[src/rtl/rca_arb_pkg.sv]
// Shared defaults and helpers for the RCA round-robin arbiter slice.
package rca_arb_pkg;

    localparam int unsigned C_WIDTH_DEF = 8;
    localparam int unsigned N_REQ_DEF   = 4;

    // Index width for n requesters; never narrower than one bit.
    function automatic int unsigned id_width(input int unsigned n);
        if (n <= 2) begin
            return 1;
        end
        return $clog2(n);
    endfunction

endpackage

[src/rtl/rca_rr_arbiter_rr_pick.sv]
// Combinational round-robin picker: first set request after last_grant, wrapping.
module rr_pick
    import rca_arb_pkg::*;
#(
    parameter int unsigned N_REQ = N_REQ_DEF,
    parameter int unsigned ID_W  = id_width(N_REQ_DEF)
) (
    input  logic [N_REQ-1:0] req_i,
    input  logic [ID_W-1:0]  last_grant_i,
    output logic             any_grant_o,
    output logic [ID_W-1:0]  grant_o
);

    logic [2*N_REQ-1:0] dbl;
    int unsigned        last;

    // Doubling the vector turns the wrap-around search into a linear scan
    // over the window (last, last+N_REQ].
    always_comb begin
        dbl         = {req_i, req_i};
        last        = int'(last_grant_i);
        any_grant_o = 1'b0;
        grant_o     = '0;
        for (int unsigned i = 0; i < 2 * N_REQ; i++) begin
            if (!any_grant_o && (i > last) && (i <= last + N_REQ) && dbl[i]) begin
                any_grant_o = 1'b1;
                grant_o     = ID_W'(i % N_REQ);
            end
        end
    end

endmodule

[src/rtl/rca_rr_arbiter.sv]
// Round-robin front end sharing one external ripple-carry adder among N_REQ requesters.
module rca_rr_arbiter
    import rca_arb_pkg::*;
#(
    parameter  int unsigned C_WIDTH = C_WIDTH_DEF,
    parameter  int unsigned N_REQ   = N_REQ_DEF,
    localparam int unsigned ID_W    = id_width(N_REQ)
) (
    input  logic                     clk,
    input  logic                     rstn,
    input  logic [N_REQ-1:0]         req_valid,
    output logic [N_REQ-1:0]         req_ready,
    input  logic [N_REQ*C_WIDTH-1:0] req_a,
    input  logic [N_REQ*C_WIDTH-1:0] req_b,
    output logic [C_WIDTH-1:0]       add_a,
    output logic [C_WIDTH-1:0]       add_b,
    input  logic [C_WIDTH:0]         add_sum,
    output logic                     rsp_valid,
    input  logic                     rsp_ready,
    output logic [ID_W-1:0]          rsp_id,
    output logic [C_WIDTH:0]         rsp_sum
);

    logic            rsp_valid_q;
    logic [ID_W-1:0] rsp_id_q;
    logic [C_WIDTH:0] rsp_sum_q;
    logic [ID_W-1:0] last_grant_q;

    logic            any_req;
    logic [ID_W-1:0] grant_idx;
    logic            can_accept;
    logic            grant_en;

    rr_pick #(
        .N_REQ (N_REQ),
        .ID_W  (ID_W)
    ) u_pick (
        .req_i        (req_valid),
        .last_grant_i (last_grant_q),
        .any_grant_o  (any_req),
        .grant_o      (grant_idx)
    );

    // rstn gates the grant so the adder inputs and readies are quiet in reset.
    assign can_accept = !rsp_valid_q || rsp_ready;
    assign grant_en   = rstn && can_accept && any_req;

    always_comb begin
        req_ready = '0;
        add_a     = '0;
        add_b     = '0;
        if (grant_en) begin
            req_ready[grant_idx] = 1'b1;
            add_a = req_a[int'(grant_idx)*C_WIDTH +: C_WIDTH];
            add_b = req_b[int'(grant_idx)*C_WIDTH +: C_WIDTH];
        end
    end

    always_ff @(posedge clk or negedge rstn) begin
        if (!rstn) begin
            rsp_valid_q  <= 1'b0;
            rsp_id_q     <= '0;
            rsp_sum_q    <= '0;
            last_grant_q <= ID_W'(N_REQ - 1);
        end else if (grant_en) begin
            rsp_valid_q  <= 1'b1;
            rsp_id_q     <= grant_idx;
            rsp_sum_q    <= add_sum;
            last_grant_q <= grant_idx;
        end else if (rsp_valid_q && rsp_ready) begin
            rsp_valid_q  <= 1'b0;
        end
    end

    assign rsp_valid = rsp_valid_q;
    assign rsp_id    = rsp_id_q;
    assign rsp_sum   = rsp_sum_q;

endmodule

[config.mk]
export PLATFORM = sky130hd
export DESIGN_NAME = rca_rr_arbiter
export DESIGN_NICKNAME = d
export VERILOG_FILES = /design/src/rtl/rca_arb_pkg.sv /design/src/rtl/rca_rr_arbiter_rr_pick.sv /design/src/rtl/rca_rr_arbiter.sv
export SDC_FILE = /design/constraint.sdc
export NUM_CORES = 1
export LEC_CHECK = 0
export ABC_AREA = 1
export CAP_MARGIN = 20
export CORE_MARGIN = 1
export CORE_UTILIZATION = 25
export DETAILED_ROUTE_END_ITERATION = 12
export DONT_BUFFER_PORTS = 1
export PLACE_DENSITY = 0.48
export SLEW_MARGIN = 20
export SYNTH_ARGS = -nofsm -noshare
export SYNTH_HDL_FRONTEND = slang
export SYNTH_SLANG_ARGS = --single-unit
[constraint.sdc]
create_clock -name clk -period 4.7 [get_ports clk]
set_input_delay 1.41 -clock clk [delete_from_list [all_inputs] [get_ports clk]]
set_output_delay 1.41 -clock clk [all_outputs]
set_load 0.1 [all_outputs]
==> After elaboration in Yosys (flattened, before gate mapping) <==
Cells that the tools add are included.
W data, S select, Z words.
{ "totals": {"inputBits": 80, "register_bits": 14, "out_inout_bits": 32} }
{ "classes": {"shift": 2, "n_mux": 21, "magnitude_cmp": 12, "n_addsub": 1, "reduce_logical": 29} }
{ "op_table": {"columns": ["op", "n"], "rows": [
  ["$le A3 B32 Y1 const A", 4],
  ["$le A2 B32 Y1 const A", 2],
  ["$shiftx A32 B6 Y8", 2],
  ["$le A1 B32 Y1 const A", 1],
  ["$logic_and A1 B1 Y1", 20],
  ["$mux W8", 2],
  ["$mux W2", 6],
  ["$mux W1", 11],
  ["$logic_not A1 Y1", 7],
  ["$add A2 B3 Y4 const B", 1],
  ["$gt A2 B2 Y1 const A", 2],
  ["$mux W4", 1],
  ["$lt A2 B3 Y1 const B", 1],
  ["$demux W1 S2", 1],
  ["$ge A2 B1 Y1 const B", 1],
  ["$gt A1 B2 Y1 const A", 1],
  ["$reduce_bool A2 Y1", 1],
  ["$logic_or A1 B1 Y1", 1]
]} }

==> Logic depth before layout (Yosys ltp) <==
Gate-level depths: netlist of the first run.
{ "logic_depth": {"ltp_word": 36, "ltp_mapped": 11, "depth_no_buf": 10} }

==> Modules after synthesis <==
From an unflattened synthesis of the first run, not the netlist that was laid out.
{ "unflattened": {"cells_unflattened": 278, "hier_area_um2": 1512.7} }
{ "by_module_without_submodules": {"columns": ["mod", "seq_area_each_um2", "area_per_inst_um2", "instances", "cells_each"], "rows": [
  ["rca_rr_arbiter", 352.8, 1373.8, 1, 253],
  ["rr_pick", 0.0, 138.9, 1, 25]
]} }

==> Least setup slack after synthesis of the first run <==
Ideal clock, no wire load.
{ "synth_timing": {"kind": "input-to-output", "startpoint": "input req_valid[2]", "endpoint": "output req_ready[2]", "stages": 6, "path_slack_ps": -916, "required_time_ps": 3290, "arrival_time_ps": 4206, "path_buffers": 1, "cell_sequence": "a21oi_2 nand4_4 nand3_2 inv_2 clkbuf_1 nor3_1"} }
{ "synth_via": {"elab_chain_cells": 28, "elab_cells_between_ends": 36} }
{ "synth_rtl": {"columns": ["element", "line_no", "rtl"], "rows": [
  ["from (decl)", "rca_rr_arbiter.sv:11", "input logic [N_REQ-1:0] req_valid,"],
  ["$logic_and A1 B1 Y1", "rca_rr_arbiter_rr_pick.sv:25", "if (!any_grant_o && (i > last) && (i <= last + N_REQ) && dbl[i]) begin"],
  ["$mux W1", "rca_rr_arbiter_rr_pick.sv:25", null],
  ["$logic_not A1 Y1", "rca_rr_arbiter_rr_pick.sv:25", null],
  ["$logic_and A1 B1 Y1 (3 in series)", "rca_rr_arbiter_rr_pick.sv:25", null],
  ["$mux W1", "rca_rr_arbiter_rr_pick.sv:25", null],
  ["$logic_not A1 Y1", "rca_rr_arbiter_rr_pick.sv:25", null],
  ["$logic_and A1 B1 Y1 (2 in series)", "rca_rr_arbiter_rr_pick.sv:25", null],
  ["$mux W1", "rca_rr_arbiter_rr_pick.sv:25", null],
  ["[... 8 more ...]", null, null],
  ["$logic_not A1 Y1", "rca_rr_arbiter_rr_pick.sv:25", null],
  ["$logic_and A1 B1 Y1 (2 in series)", "rca_rr_arbiter_rr_pick.sv:25", null],
  ["$mux W2", "rca_rr_arbiter_rr_pick.sv:25", null],
  ["$lt A2 B3 Y1 (not written as such) / $ge A2 B1 Y1 (equally long branches)", "rca_rr_arbiter.sv:53", "req_ready[grant_idx] = 1'b1;"],
  ["$logic_and A1 B1 Y1 (not written as such)", "rca_rr_arbiter.sv:53", null],
  ["$mux W1 (not written as such)", "rca_rr_arbiter.sv:53", null],
  ["$demux W1 S2", "rca_rr_arbiter.sv:53", null],
  ["$mux W4 *", "rca_rr_arbiter.sv:52", "if (grant_en) begin"],
  ["to (decl)", "rca_rr_arbiter.sv:12", "output logic [N_REQ-1:0] req_ready,"]
]} }
Mark *: on every way between the ends. The rest lies on a longest branch, timed or not.

==> Worst setup path after layout of the first run <==
{ "layout_timing": {"startpoint": "input req_valid[1]", "endpoint": "output add_b[5]"} }
{ "layout_via": {"elab_chain_cells": 30, "elab_cells_between_ends": 38} }
{ "layout_rtl": {"columns": ["element", "line_no", "rtl"], "rows": [
  ["$logic_and A1 B1 Y1", "rca_rr_arbiter_rr_pick.sv:25", null],
  ["$mux W1", "rca_rr_arbiter_rr_pick.sv:25", null],
  ["$logic_not A1 Y1", "rca_rr_arbiter_rr_pick.sv:25", null],
  ["$logic_and A1 B1 Y1 (3 in series)", "rca_rr_arbiter_rr_pick.sv:25", null],
  ["$mux W1", "rca_rr_arbiter_rr_pick.sv:25", null],
  ["$logic_not A1 Y1", "rca_rr_arbiter_rr_pick.sv:25", null],
  ["$logic_and A1 B1 Y1 (3 in series)", "rca_rr_arbiter_rr_pick.sv:25", null],
  ["$mux W1", "rca_rr_arbiter_rr_pick.sv:25", null],
  ["[... 8 more ...]", null, null],
  ["$logic_not A1 Y1", "rca_rr_arbiter_rr_pick.sv:25", null],
  ["$logic_and A1 B1 Y1 (2 in series)", "rca_rr_arbiter_rr_pick.sv:25", null],
  ["$mux W1", "rca_rr_arbiter_rr_pick.sv:25", null],
  ["$logic_not A1 Y1", "rca_rr_arbiter_rr_pick.sv:25", null],
  ["$logic_and A1 B1 Y1 (2 in series)", "rca_rr_arbiter_rr_pick.sv:25", null],
  ["$mux W2 / $mux W1 (equally long branches)", "rca_rr_arbiter_rr_pick.sv:25", null],
  ["$shiftx A32 B6 Y8 / $logic_and A1 B1 Y1 (equally long branches)", "rca_rr_arbiter.sv:55, rca_rr_arbiter.sv:46", null],
  ["$mux W8 *", "rca_rr_arbiter.sv:52", null],
  ["to (decl)", "rca_rr_arbiter.sv:16", "output logic [C_WIDTH-1:0] add_b,"]
]} }
Marked as above.

==> results of run 1 <==
==> sequential cells by signal (all words and copies together), names as in the netlist <==
| name | flops |
|---|---|
| rsp_valid | 1 |
| rsp_id | 2 |
| rsp_sum | 9 |
| last_grant_q | 2 |
==> through the flow <==
stage | hold slack, ns | total power [mW] | cell area, um^2 | utilization | setup TNS [ns]
6_report | 0.524 | 1.30 | 2020 | 0.383 | 0
5_1_grt | 0.586 | 1.38 | 2020 | 0.383 | 0
4_1_cts | 0.533 | 1.31 | 2020 | 0.383 | 0
3_5_place_dp | 0.524 | 1.20 | 1970 | 0.374 | 0
3_3_place_gp | 0.513 | 1.20 | 1970 | 0.374 | 0
2_1_floorplan | 0.488 | 0.964 | 1490 | - | -0.0603
==> area by class of cell <==
type | count | area share
timing repair buffer | 27 | 0.237
sequential | 14 | 0.175
tap | 70 | 0.0434
multi-input combinational | 207 | 0.510
clock buffer | 4 | 0.0223
inverter | 7 | 0.0130
==> cell usage after synthesis (all sizes together) <==
| cell type | number | area [um^2] |
|---|---|---|
| a21boi | 1 | 7.51 |
| nor2 | 3 | 23.8 |
| o21ai | 2 | 10.0 |
| a21bo | 1 | 10.0 |
| nor3 | 3 | 15.0 |
| clkbuf | 6 | 22.5 |
| o2111ai | 1 | 8.76 |
| nand2 | 140 | 536 |
| a21oi | 19 | 110 |
| nand4 | 2 | 27.5 |
| dfstp | 2 | 52.6 |
| buf | 10 | 73.8 |
| dfrtp | 12 | 300 |
| nand3 | 35 | 180 |
| inv | 7 | 26.3 |
==> worst max-delay path, delay by kind of cell <==
family,cells,cell delay (ns)
simple gates,3,0.48
buf+inv,2,0.57
compound gates,2,0.40
==> power breakdown <==
group,internal (mW),switching (mW)
Sequential,0.151,0.183
Combinational,0.278,0.583
Clock,0.0600,0.0426
Total,0.488,0.809
==> metal layers <==
layer  track usage  part of all wire
met3        0.0262             0.063
met5             0                 0
met4        0.0308            0.0070
met1         0.191              0.45
met2         0.246              0.47
==> logic make-up (layout without fill, tap and decap cells) <==
| logic type | after synthesis | count (layout) |
|---|---|---|
| AOI/OAI and AO/OA | 24 | 24 |
| DFF | 14 | 14 |
| buffers and inverters | 23 | 38 |
| and+or+nand+nor | 183 | 183 |
==> how the worst min path moves through the flow <==
stage,start,cells past startpoint,endpoint,slack (ns)
after floorplan,last_grant_q[0]$_DFFE_PN1P_,2,last_grant_q[0]$_DFFE_PN1P_,0.49
after global placement,last_grant_q[0]$_DFFE_PN1P_,2,last_grant_q[0]$_DFFE_PN1P_,0.51
after detailed placement,last_grant_q[0]$_DFFE_PN1P_,2,last_grant_q[0]$_DFFE_PN1P_,0.52
after CTS,last_grant_q[0]$_DFFE_PN1P_,2,last_grant_q[0]$_DFFE_PN1P_,0.53
after global routing,last_grant_q[0]$_DFFE_PN1P_,2,last_grant_q[0]$_DFFE_PN1P_,0.59
final,last_grant_q[0]$_DFFE_PN1P_,2,last_grant_q[0]$_DFFE_PN1P_,0.52
==> results.txt, run 1 <==
Peak supply drop = 0.000321 V
Share of cells above drive strength 1 = 0.251
Worst Tran Pin Value = 0.910 ns
Initial Util = 0.266
Max frequency = 233 MHz
# DRC = 0
Status = complete, no violations
DIE HEIGHT = 76.9 um
Reg-to-reg endpoint = last_grant_q[0]$_DFFE_PN1P_
Core area = 5270 um^2
Final Net Count = 340
Syn Area/Cell = 5.75 um^2
Finished Layout Cells = 329
Clock latency at the later pin of the worst-skew pair = 0.25 ns
Largest net degree at the start of global routing = 36
Area taken by multi-input logic gates = 1030 um^2
CTS tree = built
Synth Area in Adders = 0
Reg2Reg Depth = 7
# setup viols final = 0
H-tree Lvls = 1
Detailed Place HPWL = 3.25 mm
Netlist cell types = 25
Drt via density = 4.80
Area Growth Syn to Fin = 43.8%
Setup crit start = req_valid[1]
Worst-path maximum fanout = 17
Total power divided by cell area = 643 nW/um^2
Crit path launch type = input pin
WP data arrival = 2.88 ns
Most common cell after layout, fill and taps aside = nand2_1
Top Ports = 112
Crit-path cells = nand3_1, a21bo_2, nand3_2, inv_2, nand2_1, a21oi_2, buf_12
Mapped Area = 1400 um^2
Critical Path End Type = primary output
R2R Path Start = last_grant_q[1]$_DFFE_PN1P_
Clock Pin Slew Worst Setup and Hold Paths = 0.06 ns
Row count = 26
CP Class = in -> out
Yosys reg bits = 14
Gate Count Post-Synth = 244
Yosys Warn Count = 0
Slew Viols, Final = 0
Initial DRC count = 64
Seq/Total Area, Yosys = 0.251
Leakage = 0.976 nW
Critical path's slowest cell = inv_2
CP Data Required Time = 3.29 ns
Clock sinks = 14
Vias in the first global route = 1491
Total global routing overflow = 0
DR WL/cell = 13.0 um
Final setup margin = 0.413 ns
1st-pass router iterations = 4
Number of I/O port buffers = 0
# diodes = 0
Crit path time final = 4.29 ns
Post-DRT Antenna Nets = 0
Placed Cells = 325
Most frequent cells in the layout = 137 x nand2_1, 34 x nand3_1, 22 x buf_12
Combinational family with the most area after synthesis = simple AND/OR/NAND/NOR gates
Root Driver = clkbuf_8
Post-synthesis mux area share = 0
Hold Crit Class = reg -> reg
Die width = 76.9 um
CTS Buffer Depth = 2
Clock skew = 0.00148 ns
Die area = 5920 um^2
Final worst-path cycle share = 0.912
Total global-route track usage = 0.146
Sequential Area = 353 um^2
Post-synthesis compound-gate area fraction = 0.104
Max_cap viols = 0
Hold Fails Final Rpt = 0
DR vias = 1578
Setup bufs post-CTS = 0
Syn nets = 324
Critical Path Sink = add_b[5]
RSZ-0062 raised after global routing = false
Final WL = 4.28 mm
Post-cts resize count = 0
Hold Buf Count CTS = 0
R2R setup slack = 2.86 ns
Synth Area in Simple Gates = 0.557
Max-slew headroom = 0.393
Setup WS pre-CTS = 0.392 ns
GP Congestion = 0.718
Area share of xor/xnor cells in the synthesized design = 0
First-pass GRT wire length = 7.06 mm
Initial antenna violation count = 0
Critical path's largest stage delay = 0.38 ns
Filler cells = 560
Num CTS Buffers = 3
Note: power is estimated with default switching activity, not from simulation.
==> inputs of run 2 (changes only) <==
- PLACE_DENSITY: 0.48 -> 0.5
==> run 2 against run 1 <==
Core utilization fell by 0.33 points. Routed wire length rose by 5.5%. Largest power group unchanged. Global-route usage rose by 0.76 points. Sequential share of layout area rose by 0.15 points. Count of clock-buffer cells in the layout did not move. Sequential cell count did not move. Highest routed layer unchanged.
==> results.txt, run 2 (same netlist as run 1, synthesis figures left out) <==
Max_cap viols = 0 (unchanged)
Die area = 5920 um^2 (unchanged)
Worst-path maximum fanout = 26 (+9)
Root Driver = clkbuf_8
Share of cells above drive strength 1 = 0.249 (-0.00194)
Max frequency = 234 MHz (+0.47%)
Area Growth Syn to Fin = 42.5%
Post-DRT Antenna Nets = 0 (unchanged)
Post-cts resize count = 0 (unchanged)
Leakage = 0.967 nW (-0.92%)
H-tree Lvls = 1 (unchanged)
Total power divided by cell area = 651 nW/um^2 (+1.3%)
Hold depth = 2 (unchanged)
Max reg flops = 9 (unchanged)
First-pass GRT wire length = 7.40 mm (+4.8%)
Detailed Place HPWL = 3.39 mm (+4.1%)
CP Class = in -> out
Reg2Reg Depth = 7 (unchanged)
Hold Fails Final Rpt = 0 (unchanged)
Clock skew = 0.000483 ns (-0.00100 ns)
Crit path time final = 4.27 ns (-0.0202 ns)
Row count = 26 (unchanged)
Crit path launch type = input pin
Num CTS Buffers = 3 (unchanged)
Setup TNS = 0 ns (unchanged)
Placed cell area = 1950 um^2 (-1.4%)
Max-slew headroom = 0.390 (-0.00334)
Peak supply drop = 0.000211 V (-34%)
CP Data Required Time = 3.29 ns (about the same)
# diodes = 0 (unchanged)
CTS tree = built
Final WL = 4.51 mm (+5.5%)
Most common cell after layout, fill and taps aside = nand2_1
Drt via density = 4.84 (+0.87%)
Hold Crit Class = reg -> reg
Initial DRC count = 52 (-19%)
Vias in the first global route = 1479 (-0.80%)
Final setup margin = 0.433 ns (+0.0202 ns)
Die width = 76.9 um (unchanged)
Setup bufs post-CTS = 0 (unchanged)
Most frequent cells in the layout = 137 x nand2_1, 34 x nand3_1, 21 x buf_12
GP Congestion = 0.773 (+7.7%)
Status = complete, no violations
Final worst-path cycle share = 0.908 (-0.00430)
DR vias = 1582 (+0.25%)
# DRC = 0 (unchanged)
Clock sinks = 14 (unchanged)
Initial Util = 0.266 (unchanged)
1st-pass router iterations = 4 (unchanged)
Initial antenna violation count = 0 (unchanged)
RSZ-0062 raised after global routing = false
Hold Buf Count CTS = 0 (unchanged)
Number of I/O port buffers = 0 (unchanged)
DIE HEIGHT = 76.9 um (unchanged)
Total global routing overflow = 0 (unchanged)
# setup viols final = 0 (unchanged)
Setup WS pre-CTS = 0.423 ns (+0.0312 ns)
Final Net Count = 338 (-0.59%)
CTS Buffer Depth = 2 (unchanged)
Finished layout cell area = 2000 um^2 (-0.87%)
Clock latency at the later pin of the worst-skew pair = 0.24 ns (about the same)
Top Ports = 112 (unchanged)
Largest net degree at the start of global routing = 36 (unchanged)
Clock Pin Slew Worst Setup and Hold Paths = 0.06 ns (about the same)
DR WL/cell = 13.8 um (+6.2%)
Core area = 5270 um^2 (unchanged)
Total global-route track usage = 0.153 (+0.00761)
Slew Viols, Final = 0 (unchanged)
Worst Tran Pin Value = 0.915 ns (+0.00500 ns)
WP data arrival = 2.86 ns (-0.02 ns)
Critical Path End Type = primary output
## run 2: final cells by class
cell class | instances | area (um^2)
Tap cell | 70 | 87.6
Sequential cell | 14 | 353
Multi-Input combinational cell | 207 | 1030
Fill cell | 562 | 3270
Clock buffer | 4 | 55.1
Inverter | 7 | 26.3
Timing Repair Buffer | 25 | 450
## run 2: metrics by stage
stage / hold WS (ns) / utilization / power, mW / cells
floorplan: 0.488 / - / 0.964 / 244
global placement: 0.514 / 0.369 / 1.19 / 323
detailed placement: 0.522 / 0.369 / 1.20 / 323
CTS: 0.531 / 0.380 / 1.32 / 327
global route: 0.547 / 0.380 / 1.38 / 327
finish: 0.525 / 0.380 / 1.30 / 327
## run 2: power breakdown
part           internal, mW  leakage [nW]  switching, mW
clock network        0.0741        0.0288         0.0406
registers             0.151         0.168          0.184
logic                 0.270         0.771          0.584
## run 2: worst max-delay path, stage by stage
cell	delay (ns)
nand2_1	0.06
nand3_1	0.07
nand2_1	0.08
nor2_4	0.33
buf_12	0.22
nand3_1	0.09
nand2_1	0.11
nand2_1	0.07
a21oi_2	0.19
buf_12	0.19
## run 2: path summary, 6_finish.rpt
kind	start	endpoint	slack [ns]
min reg2reg	last_grant_q[0]$_DFFE_PN1P_	last_grant_q[0]$_DFFE_PN1P_	0.52
min	last_grant_q[0]$_DFFE_PN1P_	last_grant_q[0]$_DFFE_PN1P_	0.52
max in group asynchronous	rstn	last_grant_q[0]$_DFFE_PN1P_	3.67
max	req_valid[2]	add_a[3]	0.43
max reg2reg	last_grant_q[1]$_DFFE_PN1P_	last_grant_q[0]$_DFFE_PN1P_	2.82
min in group asynchronous	rstn	rsp_sum[4]$_DFFE_PN0P_	0.86
## run 2: layer usage
layer / global-route usage / up-vias / part of all wire
li1: - / 807 / -
met4: 0.0269 / 0 / 0.0075
met5: 0 / - / 0
met1: 0.187 / 709 / 0.43
met3: 0.0440 / 4 / 0.081
met2: 0.267 / 62 / 0.49
==> inputs of run 3 (changes only) <==
- CELL_PAD_IN_SITES_DETAIL_PLACEMENT: default -> 1
- CELL_PAD_IN_SITES_GLOBAL_PLACEMENT: default -> 2
- PLACE_DENSITY: 0.5 -> 0.84
==> run 3 against run 2 <==
Largest power group unchanged. Largest cell class unchanged. Combinational power rose by 1%. Critical path type unchanged. Critical path depth unchanged. Sequential cell count unchanged. Final area up 0.75%. Via count increased by 4.7%. Hold slack gained 0.0028 ns.
==> results.txt, run 3 (same netlist as run 1, synthesis figures left out) <==
Status = complete, no violations
DR vias = 1656 (+4.7%)
R2R setup slack = 2.73 ns (-0.09 ns)
Die width = 76.9 um (unchanged)
Post-cts resize count = 0 (unchanged)
Hold wc startpoint = last_grant_q[0]$_DFFE_PN1P_
Worst-path maximum fanout = 25 (-3.8%)
# diodes = 0 (unchanged)
Max-slew headroom = 0.390 (about the same)
First-pass GRT wire length = 8.34 mm (+13%)
Clock sinks = 14 (unchanged)
Initial Util = 0.266 (unchanged)
Final WL = 4.99 mm (+10%)
Tot Pwr = 1.31 mW (+0.87%)
Die area = 5920 um^2 (unchanged)
Number of I/O port buffers = 0 (unchanged)
Most common cell after layout, fill and taps aside = nand2_1
Top Ports = 112 (unchanged)
Slew Viols, Final = 0 (unchanged)
Crit path launch type = input pin
Final worst-path cycle share = 0.921 (+0.0132)
Worst Tran Pin Value = 0.916 ns (+0.000359 ns)
Most frequent cells in the layout = 137 x nand2_1, 34 x nand3_1, 21 x buf_12
Reg2Reg Depth = 7 (unchanged)
Hold Crit Class = reg -> reg
Critical Path End Type = primary output
Clock latency at the later pin of the worst-skew pair = 0.24 ns (about the same)
Total power divided by cell area = 652 nW/um^2 (+0.12%)
Hold Buf Count CTS = 0 (unchanged)
Reg-to-reg endpoint = last_grant_q[0]$_DFFE_PN1P_
CTS tree = built
Hold Fails Final Rpt = 0 (unchanged)
Initial antenna violation count = 0 (unchanged)
Area Growth Syn to Fin = 43.6%
CP Class = in -> out
Crit path time final = 4.33 ns (+0.0621 ns)
Clock Pin Slew Worst Setup and Hold Paths = 0.06 ns (about the same)
# DRC = 0 (unchanged)
GP Congestion = 0.735 (-5.0%)
Vias in the first global route = 1687 (+14%)
Core area = 5270 um^2 (unchanged)
Clock skew = 0.00206 ns (+0.00157 ns)
Final Net Count = 340 (+0.59%)
H-tree Lvls = 1 (unchanged)
WP data arrival = 2.92 ns (+0.06 ns)
RSZ-0062 raised after global routing = false
Peak supply drop = 0.000264 V (+25%)
Max_cap viols = 0 (unchanged)
Hold endpoint = last_grant_q[0]$_DFFE_PN1P_
Setup bufs post-CTS = 0 (unchanged)
R2R Path Start = last_grant_q[1]$_DFFE_PN1P_
Largest net degree at the start of global routing = 36 (unchanged)
Max reg flops = 9 (unchanged)
Hold depth = 2 (unchanged)
Total global routing overflow = 0 (unchanged)
Hold_ws = 0.528 ns (+0.00279 ns)
Row count = 26 (unchanged)
CP Data Required Time = 3.29 ns (about the same)
Drt via density = 5.03 (+4.0%)
DIE HEIGHT = 76.9 um (unchanged)
Leakage = 0.977 nW (+0.99%)
Setup TNS = 0 ns (unchanged)
Post-DRT Antenna Nets = 0 (unchanged)
Root Driver = clkbuf_8
Initial DRC count = 39 (-25%)
Num CTS Buffers = 3 (unchanged)
CTS Buffer Depth = 2 (unchanged)
Max frequency = 231 MHz (-1.4%)
1st-pass router iterations = 4 (unchanged)
Share of cells above drive strength 1 = 0.255 (+0.00580)
Total global-route track usage = 0.174 (+0.0208)
Detailed Place HPWL = 3.83 mm (+13%)
# setup viols final = 0 (unchanged)
Final core occ = 0.382 (+0.00285)
DR WL/cell = 15.2 um (+9.8%)
run 3: cell count changes in the layout (fill, tap and decap cells not counted), sizes merged:
cell,delta
buf,+2
run 3: worst max path at each step:
stage / endpoint / slack, ns / startpoint
6_report: add_b[6] / 0.37 / req_valid[2]
5_1_grt: add_a[4] / 0.19 / req_valid[2]
4_1_cts: add_a[2] / 0.34 / req_valid[2]
3_5_place_dp: add_a[2] / 0.35 / req_valid[2]
3_3_place_gp: add_a[2] / 0.41 / req_valid[1]
2_1_floorplan: req_ready[2] / -0.06 / req_valid[2]
run 3: power by group:
| part | internal, mW | switching, mW |
|---|---|---|
| sequential | 0.151 | 0.184 |
| combinational | 0.272 | 0.591 |
| clock | 0.0742 | 0.0415 |
| total | 0.497 | 0.816 |
run 3: worst max-delay path, cell delays in order:
cell and delay (ns):
nand2_1 0.07, nand3_1 0.09, nand2_1 0.09, nor2_4 0.36, buf_12 0.22, nand3_1 0.09, nand2_1 0.09, nand2_1 0.07
a21oi_2 0.22, buf_12 0.20
run 3: per-stage QoR:
step,instance area [um^2],cells,setup WS (ns)
floorplan,1490,244,-0.0603
global placement,1960,325,0.408
detailed placement,1960,325,0.348
CTS,2020,329,0.342
global route,2020,329,0.192
finish,2020,329,0.371
run 3: area by class of cell:
class | count | area [um^2]
inverters | 7 | 26.3
repair buffers | 27 | 465
well taps | 70 | 87.6
clock buffers | 4 | 55.1
multi-input cells | 207 | 1030
flip-flops and latches | 14 | 353
fillers | 681 | 3250
run 3: routing by layer:
| metal | track usage | up-vias | routed length (um) |
|---|---|---|---|
| met1 | 0.206 | 778 | 2050 |
| met4 | 0.0481 | 0 | 64 |
| met5 | 0 | - | 0 |
| met3 | 0.0440 | 6 | 346 |
| met2 | 0.308 | 63 | 2520 |
| li1 | - | 809 | - |
